===== config.mk =====
export PLATFORM = sky130hd
export DESIGN_NAME = fifo_uart_tx_drain
export DESIGN_NICKNAME = d
export VERILOG_FILES = /design/src/rtl/fifo_uart_tx_drain.sv
export SDC_FILE = /design/constraint.sdc
export NUM_CORES = 1
export LEC_CHECK = 0
export BUFFER_PORTS_ARGS = -buffer_cell sky130_fd_sc_hd__buf_4
export CAP_MARGIN = 20
export CORE_ASPECT_RATIO = 1.5
export CORE_MARGIN = 2
export CORE_UTILIZATION = 30
export CTS_BUF_LIST = sky130_fd_sc_hd__clkbuf_2 sky130_fd_sc_hd__clkbuf_4 sky130_fd_sc_hd__clkbuf_8
export CTS_CLUSTER_SIZE = 12
export DETAILED_ROUTE_END_ITERATION = 7
export SYNTH_ARGS = -nofsm -noshare
export SYNTH_HDL_FRONTEND = slang
export SYNTH_SLANG_ARGS = --single-unit

===== constraint.sdc =====
create_clock -name clk -period 6.1 [get_ports clk]
set_clock_uncertainty 0.05 [all_clocks]
set_input_delay 1.22 -clock clk [delete_from_list [all_inputs] [get_ports clk]]
set_output_delay 1.22 -clock clk [all_outputs]
set_load 0.02 [all_outputs]

===== src/rtl/fifo_uart_tx_drain.sv =====
// Pops bytes from the sync FIFO and serialises them as UART frames; txd falls 3 cycles after en & ~empty.
// Backpressure: a FIFO write in the same cycle wins, so fifo_rd is held in FETCH until the pop is accepted.
module fifo_uart_tx_drain #(
    parameter int CLKS_PER_BIT = 16,
    parameter int PARITY_EN    = 0,
    parameter int PARITY_ODD   = 0
) (
    input  logic        clk,
    input  logic        rst,
    input  logic        en,
    input  logic        fifo_empty,
    input  logic        fifo_full,
    input  logic        fifo_wr,
    input  logic [7:0]  fifo_dout,
    output logic        fifo_rd,
    output logic        txd,
    output logic        busy,
    output logic        frame_done,
    output logic [15:0] frame_cnt
);

    typedef enum logic [2:0] {
        S_IDLE, S_FETCH, S_LOAD, S_START, S_DATA, S_PARITY, S_STOP
    } state_t;

    localparam logic [15:0] BAUD_LAST = 16'(CLKS_PER_BIT - 1);
    localparam logic        PEN       = (PARITY_EN != 0);
    localparam logic        ODD       = (PARITY_ODD != 0);

    state_t      state_q, state_d;
    logic [15:0] baud_q, baud_d;
    logic [2:0]  bit_q, bit_d;
    logic [7:0]  shift_q, shift_d;
    logic        par_q, par_d;
    logic        txd_q, txd_d;
    logic [15:0] cnt_q, cnt_d;
    logic        accept;
    logic        bit_end;
    logic        timed;

    // A same-cycle write that the FIFO accepts blocks our read.
    assign accept  = fifo_rd & ~fifo_empty & ~(fifo_wr & ~fifo_full);
    assign bit_end = (baud_q == BAUD_LAST);
    assign timed   = (state_q == S_START) || (state_q == S_DATA) ||
                     (state_q == S_PARITY) || (state_q == S_STOP);

    always_ff @(posedge clk or posedge rst) begin
        if (rst) begin
            state_q <= S_IDLE;
            baud_q  <= '0;
            bit_q   <= '0;
            shift_q <= '0;
            par_q   <= 1'b0;
            txd_q   <= 1'b1;
            cnt_q   <= '0;
        end else begin
            state_q <= state_d;
            baud_q  <= baud_d;
            bit_q   <= bit_d;
            shift_q <= shift_d;
            par_q   <= par_d;
            txd_q   <= txd_d;
            cnt_q   <= cnt_d;
        end
    end

    always_comb begin
        state_d = state_q;
        case (state_q)
            S_IDLE:   if (en && !fifo_empty) state_d = S_FETCH;
            S_FETCH: begin
                if (accept)          state_d = S_LOAD;
                else if (fifo_empty) state_d = S_IDLE;
            end
            S_LOAD:   state_d = S_START;
            S_START:  if (bit_end) state_d = S_DATA;
            S_DATA:   if (bit_end && bit_q == 3'd7) state_d = PEN ? S_PARITY : S_STOP;
            S_PARITY: if (bit_end) state_d = S_STOP;
            S_STOP:   if (bit_end) state_d = (en && !fifo_empty) ? S_FETCH : S_IDLE;
            default:  state_d = S_IDLE;
        endcase
    end

    // txd is registered: each value is loaded on the last cycle of the previous bit.
    always_comb begin
        baud_d  = '0;
        bit_d   = bit_q;
        shift_d = shift_q;
        par_d   = par_q;
        txd_d   = txd_q;
        cnt_d   = cnt_q;
        if (timed && !bit_end) baud_d = baud_q + 16'd1;
        case (state_q)
            S_IDLE, S_FETCH: txd_d = 1'b1;
            S_LOAD: begin
                shift_d = fifo_dout;
                par_d   = (^fifo_dout) ^ ODD;
                bit_d   = '0;
                txd_d   = 1'b0;
            end
            S_START:  if (bit_end) txd_d = shift_q[0];
            S_DATA: begin
                if (bit_end) begin
                    bit_d   = bit_q + 3'd1;
                    shift_d = shift_q >> 1;
                    if (bit_q == 3'd7) txd_d = PEN ? par_q : 1'b1;
                    else               txd_d = shift_q[1];
                end
            end
            S_PARITY: if (bit_end) txd_d = 1'b1;
            S_STOP: begin
                txd_d = 1'b1;
                if (bit_end) cnt_d = cnt_q + 16'd1;
            end
            default: txd_d = 1'b1;
        endcase
    end

    always_comb begin
        fifo_rd    = (state_q == S_FETCH);
        busy       = (state_q != S_IDLE);
        frame_done = (state_q == S_STOP) && bit_end;
        txd        = txd_q;
        frame_cnt  = cnt_q;
    end

endmodule


# Yosys cells after proc, flatten, opt, wreduce, memory -nomap -nowiden
# Cells that the tools add are included.
# op_classes
bitwise_logic,6
magnitude_cmp,0
div_mod_pow,0
n_addsub,3
mul,0
n_shift,0
n_reduce_logical,16
eq_ne,15
n_mux,19
# op_table
op,n
"adder 16 x 1 -> 16 bit, second input constant",2
two-way mux 3 bit,8
one-hot mux 3 bit (7 select lines),1
"== test 16 x 4 -> 1 bit, second input constant",1
two-way mux 16 bit,1
one-hot mux 8 bit (2 select lines),1
"== test 3 bit, second input constant",4
"inequality test 2 bit, second input constant",5
two-way mux 8 bit,1
"== test 3 x 2 -> 1 bit, second input constant",2
one-hot mux 3 bit (2 select lines),1
AND reduction 6 bit,1
two-way mux 1 bit,5
logical AND 1 bit,4
one-hot mux 1 bit (4 select lines),1
AND reduction 2 bit,2
"adder 3 x 1 -> 3 bit, second input constant",1
AND 1 bit,3
"== test 3 x 1 -> 1 bit, second input constant",1
zero test 3 bit,1
logical OR 1 bit,3
"inequality test 3 x 2 -> 1 bit, second input constant",1
NOT 1 bit,3
AND reduction 3 bit,1
4 further kinds,5
# word_totals
romBits,0
ram_bits,0
reg_bits,47
memories,0
latchBits,0

# Depth between registers and ports, before layout
# Gate-level depths: netlist of run 1.
# depth
depth_word,6
ltp_mapped,7

# Worst setup path before layout of run 1
# No wires, ideal clock.
# synth_path
kind,flip-flop to output port
from,reg baud_q[4]
to,out frame_done
path_stages_with_launch,4
setup_slack_ns,3.439
required_time_ns,4.830
t_arrival_ns,1.391
path_cell_list,dfrtp_1 nor4_4 nand4_1 nor2_1
# synth_between
elab_chain_len,2
# synth_lines
element,line_no,source
"start, declared",31,"logic [15:0] baud_q, baud_d;"
"start signal, assigned",58,baud_q <= baud_d;
== test 16 x 4 -> 1 bit,43,assign bit_end = (baud_q == BAUD_LAST);
logical AND 1 bit,122,frame_done = (state_q == S_STOP) && bit_end;
"end, declared",18,"output logic frame_done,"
# Every way passes these cells.

# Worst setup path after layout of run 1
# layout_path
from,reg baud_q[8]
to,out frame_done
# The elaborated chain is that of the path after synthesis.

==> results by group, run 1 <==
Run
  • Max-Cap Viols: 0

Setup path
  • Crit Reg-Reg Startpoint: baud_q[8]$_DFF_PP0_
  • Max FO, Critical Path: 7
  • Crit-path leading delay family: simple AND/OR/NAND/NOR gates
  • CP Cell Sequence: nor4_4 -> nand4_1 -> nor2_1 -> buf_4
  • Startpoint types: flip-flop
  • R2r endpoint: shift_q[3]$_DFFE_PP0P_
  • Worst Setup End Kind: output port
  • R2R setup slack: between 3 and 4 ns
  • Worst Setup SP: baud_q[8]$_DFF_PP0_
  • CP endpoint: frame_done
  • Worst Setup Path Type: reg -> out
  • CP Data Required Time: 4.83 ns
  • Slowest CP cell: nor4_4
  • CP peak stage delay: around 0.62 ns
  • CP Data Arrival Time: 1.85 ns
  • Stages on the worst setup path: 4
  • CP bufs+invs: 1
  • Reg2Reg Depth: 4

Timing
  • Period utilization: 51.2%
  • Peak Freq: about 320 MHz
  • Slew margin rel.: 58.5%
  • Final Critical Period: 3.12 ns
  • Final setup viols: 0
  • RSZ-0062 raised after global routing: false
  • Hold slack: ~0.43 ns
  • Final Hold Viols: 0
  • Post-route setup TNS: 0 ns
  • Fin. max-slew vios: 0
  • Pin slew with the least headroom to its limit: 0.618 ns

Routing
  • Via Count: 1938
  • DR DRC count: 0
  • Wire per inst: roughly 14 um
  • Post-DR vias/cell: between 5 and 6
  • Drt pass-1 iters: 6
  • Post-Route WL: approximately 5400 um
  • Antenna-violating nets left: 0
  • DR iter-0 viols: 79

CTS
  • TritonCTS clock tree: done
  • Hold Buf Count CTS: 0
  • Inserted Clock Buffers: 5
  • Cts repair resizes: 0
  • Worst skew pair latency: 0.30 ns
  • Clock sink count: 47
  • Max Root-Sink Buffers: 2
  • Root buf cell: clkbuf_8
  • H-tree Lvls: 2
  • Clk pin slew, worst setup/hold paths: 0.09 ns
  • Post-CTS setup buffers: 0

Placed design
  • GPL Wtd Cong: 0.777
  • Post-DP Area: 2910 um^2
  • PortBufs: 33
  • DP HPWL: 3860 um

Global route
  • Remaining Overflow, GRT: 0
  • M3 GR Usage: 2.61%
  • Antenna violations before repair: 0
  • Vias in the first global route: 1963
  • Global routing's busiest layer: met2
  • Global-route wire length before repair: 9390 um
  • Global Route met1 Usage: 15.2%
  • Pin count of the biggest net entering global routing: 48
  • GRT Overall Usage: 12.5%
  • Met2 Usage GRT: 21.1%

Synthesis
  • Post-synth top area share: 44.6%
  • Post-synth EDFFs: 0
  • Top_reg_cell synth: dfrtp_1
  • Yosys Warn Count: 0
  • Most frequent cell after synthesis: dfrtp_1
  • Synth area leaders: dfrtp_1 45%, xor2_1 7.1%, mux2_4 4.1%, mux2_2 3.1%, nor2_1 2.6%
  • Most instantiated cells after synthesis: 46 x dfrtp_1, 21 x xor2_1, 18 x nor2_1
  • Library cells used by synthesis: 45
  • Syn_nets: 262
  • Synth async-reset ratio: 100%
  • Sequential-to-total area share from yosys stat: 45.6%
  • Mean Syn Cell Area: 10.6 um^2
  • Synth Cell Area: approximately 2600 um^2
  • Largest area contributor in the netlist: dfrtp_1
  • Gate Count Post-Synth: 244
  • Synthesis-stage register bit count: between 40 and 50

Pwr
  • Clock network power share: 29.8%
  • Pwr Density: approximately 300 nW/um^2
  • Seq pwr share: a little under half
  • Int Pwr: 0.000643 W
  • Combinational power share: 25.0%
  • Pleak: around 1.4 nW
  • Switching pwr: 0.000277 W
  • Sw frac: between 30% and 40%
  • Maximum resistive drop on vdd: 0.000184 V

Final layout
  • Nets: 295
  • Layout fillers: 840
  • Layout cells sized above 1: a little over a quarter
  • Antenna Cells: 0
  • Core Util, Final: ~37%
  • Finished Cell Area: 3080 um^2
  • Syn-to-layout area delta: 19.2%

Die
  • Die footprint: 9370 um^2
  • Die width: approximately 80 um
  • Std cell rows: 41
  • Core area: 8360 um^2
  • Die Y: roughly 120 um
  • IO Count: 34
  • Initial Util: 30.9%

Worst hold path
  • Worst hold path type: reg -> reg

Status
  • Status: complete, no violations
## layout by cell type (no fill, tap or decap), types with 2 or more instances in the layout
cell / instances
inv_1: 11
and3_2: 2
bufinv_16: 2
nand4_1: 8
nor3_1: 10
nand2_1: 15
mux2_2: 7
a31oi_1: 2
xor2_1: 21
o21ai_0: 13
nor4_1: 4
and4_1: 6
nor2_1: 18
ha_1: 4
or2_2: 2
a41oi_1: 2
nand2b_1: 2
clkbuf_8: 5
or3_1: 3
xnor2_1: 6
nand3_1: 12
mux2_4: 7
nand4_4: 2
nor4_4: 3
a21oi_1: 7
buf_4: 34
and2_1: 3
dfrtp_1: 46
and4_2: 2
## final cells by class
type / instances / area (um^2) / area share, %
Inverter: 12 / 45.0 / 1.46
Timing Repair Buffer: 35 / 283 / 9.19
Multi-Input combinational cell: 176 / 1300 / 42.3
Tap cell: 107 / 134 / 4.35
Sequential cell: 47 / 1180 / 38.3
Clock buffer: 5 / 68.8 / 2.24
Clock inverter: 3 / 67.6 / 2.20
## worst register-to-register path, cell delays in order, from the launching register on
cell and delay (ns):
dfrtp_1 0.44, nor4_4 0.62, nand4_4 0.30, o22ai_4 0.41, mux2_4 0.34
## kinds of logic (layout without fill, tap and decap cells)
group                    count (synthesis)  count (layout)  synth area share, %
AND/OR/NAND/NOR                         98              98                 23.8
flip-flops                              47              47                 45.6
AO/OA/AOI/OAI                           33              33                 8.34
XOR/XNOR                                27              27                 9.17
buffers and inverters                   21              55                 3.98
multiplexers                            14              14                 7.13
adder cells (fa/ha/maj)                  4               4                 1.94
## flip-flops by register name, indices dropped and copies added, names as in the netlist
name,cells
txd,1
bit_q,3
baud_q,16
shift_q,8
state_q,3
frame_cnt,16
## power by group through the flow
stage          clock network, W  registers, W  logic, W
2_1_floorplan                 0      0.000402  0.000193
5_1_grt                0.000294      0.000426  0.000255
3_5_place_dp                  0      0.000420  0.000230
4_1_cts                0.000281      0.000416  0.000232
6_report               0.000274      0.000416  0.000230
3_3_place_gp                  0      0.000420  0.000229
## per-stage QoR
| stage | instances | power [W] | worst slack, ns |
|---|---|---|---|
| 6_report | 385 | 0.000920 | 2.98 |
| 4_1_cts | 384 | 0.000929 | 2.97 |
| 5_1_grt | 385 | 0.000975 | 2.87 |
| 2_1_floorplan | 244 | 0.000595 | 3.44 |
| 3_5_place_dp | 376 | 0.000651 | 3.31 |
| 3_3_place_gp | 376 | 0.000648 | 3.36 |
## routing by layer
| metal | wire, um | up-vias |
|---|---|---|
| li1 | - | 936 |
| met4 | 125 | 0 |
| met3 | 162 | 8 |
| met1 | 2260 | 951 |
| met2 | 2870 | 43 |
| met5 | 0 | - |
## how the worst min path moves through the flow
stage | startpoint | endpoint | slack (ns) | cells past startpoint
finish | frame_cnt[15]$_DFFE_PP0P_ | frame_cnt[15]$_DFFE_PP0P_ | 0.43 | 1
global route | frame_cnt[15]$_DFFE_PP0P_ | frame_cnt[15]$_DFFE_PP0P_ | 0.45 | 1
CTS | frame_cnt[15]$_DFFE_PP0P_ | frame_cnt[15]$_DFFE_PP0P_ | 0.43 | 1
detailed placement | frame_cnt[15]$_DFFE_PP0P_ | frame_cnt[15]$_DFFE_PP0P_ | 0.42 | 1
global placement | baud_q[0]$_DFF_PP0_ | baud_q[0]$_DFF_PP0_ | 0.41 | 1
floorplan | baud_q[0]$_DFF_PP0_ | baud_q[0]$_DFF_PP0_ | 0.40 | 1
Note: power is estimated with default switching activity, not from simulation.
==> run 2, diff against run 1 <==
Clock period 6.1 ns to 3.2 ns, I/O delays scaled along.
==> run 2 against run 1 <==
Via count shrank 1.3%; total power grew 76%; worst hold slack lost 0.18 ns; worst setup slack lost 2.3 ns; critical endpoint unchanged; highest routed layer unchanged.
==> results by group, run 2 (synthesis gave the netlist of run 1 again) <==
Status
  • Status: complete, no violations

Global route
  • GRT Overall Usage: 12.5% (+0.024 points)
  • Remaining Overflow, GRT: 0 (unchanged)
  • Antenna violations before repair: 0 (unchanged)
  • Pin count of the biggest net entering global routing: 48 (unchanged)
  • Global-route wire length before repair: 9550 um (+1.7%)
  • Vias in the first global route: 2020 (+2.9%)

Setup path
  • CP Data Arrival Time: 1.81 ns (-0.04 ns)
  • Max FO, Critical Path: 7 (unchanged)
  • Startpoint types: flip-flop
  • CP Data Required Time: 2.51 ns (-2.32 ns)
  • Slowest CP cell: nor4_4
  • CP Cell Sequence: nor4_4 -> nand4_1 -> nor2_1 -> buf_4
  • Worst Setup Path Type: reg -> out
  • CP peak stage delay: 0.59 ns (-0.03 ns)
  • Worst Setup End Kind: output port

Timing
  • Peak Freq: 400 MHz
  • Worst setup margin: 0.697 ns (-2.28 ns)
  • Final Critical Period: 2.50 ns
  • Pin slew with the least headroom to its limit: 0.575 ns (-0.0425 ns)
  • RSZ-0062 raised after global routing: false
  • Final setup viols: 0 (unchanged)
  • Post-route setup TNS: 0 ns (unchanged)
  • Period utilization: 78.2%
  • Final Hold Viols: 0 (unchanged)
  • Slew margin rel.: 61.4% (+2.9 points)
  • Fin. max-slew vios: 0 (unchanged)

Pwr
  • Pleak: 1.38 nW (-1.4%)
  • Pwr Total: 0.00162 W (+76%)
  • Maximum resistive drop on vdd: 0.000338 V (+84%)
  • Pwr Density: 533 nW/um^2 (+78%)

Placed design
  • Post-DP Area: 2910 um^2 (unchanged)
  • Place WS: 0.980 ns (-2.33 ns)
  • GPL Wtd Cong: 0.792 (+1.9%)
  • DP HPWL: 3840 um (-0.67%)
  • DP Cell Count: 376 (unchanged)
  • PortBufs: 33 (unchanged)

Die
  • Die footprint: 9370 um^2 (unchanged)
  • Core area: 8360 um^2 (unchanged)
  • Die width: 79.7 um (unchanged)
  • Initial Util: 30.9% (unchanged)
  • IO Count: 34 (unchanged)
  • Std cell rows: 41 (unchanged)
  • Die Y: 118 um (unchanged)

CTS
  • Post-CTS setup buffers: 0 (unchanged)
  • Root buf cell: clkbuf_8
  • Clock sink count: 47 (unchanged)
  • Cts repair resizes: 0 (unchanged)
  • Inserted Clock Buffers: 5 (unchanged)
  • Worst skew pair latency: 0.30 ns (about the same)
  • Max Root-Sink Buffers: 2 (unchanged)
  • TritonCTS clock tree: done
  • Clk pin slew, worst setup/hold paths: 0.09 ns (about the same)
  • H-tree Lvls: 2 (unchanged)
  • Hold Buf Count CTS: 0 (unchanged)

Final layout
  • Finished Cell Area: 3030 um^2 (-1.5%)
  • Nets: 295 (unchanged)
  • Layout cells sized above 1: 27.0% (unchanged)
  • Syn-to-layout area delta: 17.5%
  • Most frequent cells in the layout: 46 x dfrtp_1, 34 x buf_4, 21 x xor2_1
  • Commonest non-fill, non-tap cell in the layout: dfrtp_1
  • Non-Filler Instances: 385 (unchanged)
  • Antenna Cells: 0 (unchanged)

Routing
  • DR iter-0 viols: 115 (+46%)
  • Via Count: 1912 (-1.3%)
  • Drt pass-1 iters: 4 (-2)
  • Post-Route WL: 5370 um (-0.90%)
  • Post-DR vias/cell: 4.97 (-1.3%)
  • Antenna-violating nets left: 0 (unchanged)
  • DR DRC count: 0 (unchanged)
  • Wire per inst: 14.0 um (-0.90%)

Worst hold path
  • Worst hold path type: in -> async

Run
  • Max-Cap Viols: 0 (unchanged)
run 2: worst max-delay path: cells and delay by family (launching register included):
kind                   cells  cell delay [ns]
buffers and inverters      1             0.16
DFF                        1             0.45
and+or+nand+nor            3             0.90
run 2: stage by stage:
stage / hold WS [ns] / utilization, %
finish: 0.250 / 36.2
global route: 0.259 / 36.2
floorplan: 0.398 / -
CTS: 0.427 / 36.0
detailed placement: 0.414 / 34.8
global placement: 0.412 / 34.8
run 2: layout make-up:
cell class | count | area [um^2]
Fill cell | 847 | 5330
Multi-Input combinational cell | 176 | 1300
Timing Repair Buffer | 35 | 275
Sequential cell | 47 | 1180
Inverter | 12 | 45.0
Clock buffer | 6 | 82.6
Tap cell | 107 | 134
Clock inverter | 2 | 16.3
run 2: worst paths after layout:
kind / slack, ns / endpoint / cells after the start / start
max: 0.70 / frame_done / 4 / baud_q[8]$_DFF_PP0_
min: 0.25 / frame_cnt[14]$_DFFE_PP0P_ / 2 / rst
max reg2reg: 0.98 / shift_q[3]$_DFFE_PP0P_ / 4 / baud_q[8]$_DFF_PP0_
min reg2reg: 0.43 / frame_cnt[15]$_DFFE_PP0P_ / 1 / frame_cnt[15]$_DFFE_PP0P_
max in group asynchronous: 2.29 / txd$_DFFE_PP1P_ / 3 / rst
min in group clk: 0.43 / frame_cnt[15]$_DFFE_PP0P_ / 1 / frame_cnt[15]$_DFFE_PP0P_
run 2: power breakdown:
part	switching, W	internal (W)
logic	0.000219	0.000220
clock network	0.000207	0.000177
registers	0.0000995	0.000694
run 2: layer usage:
metal	part of all wire [%]	GRT usage, %
met5	0	0
met4	2.7	5.17
met3	2.3	1.92
met2	52	21.0
met1	43	15.7
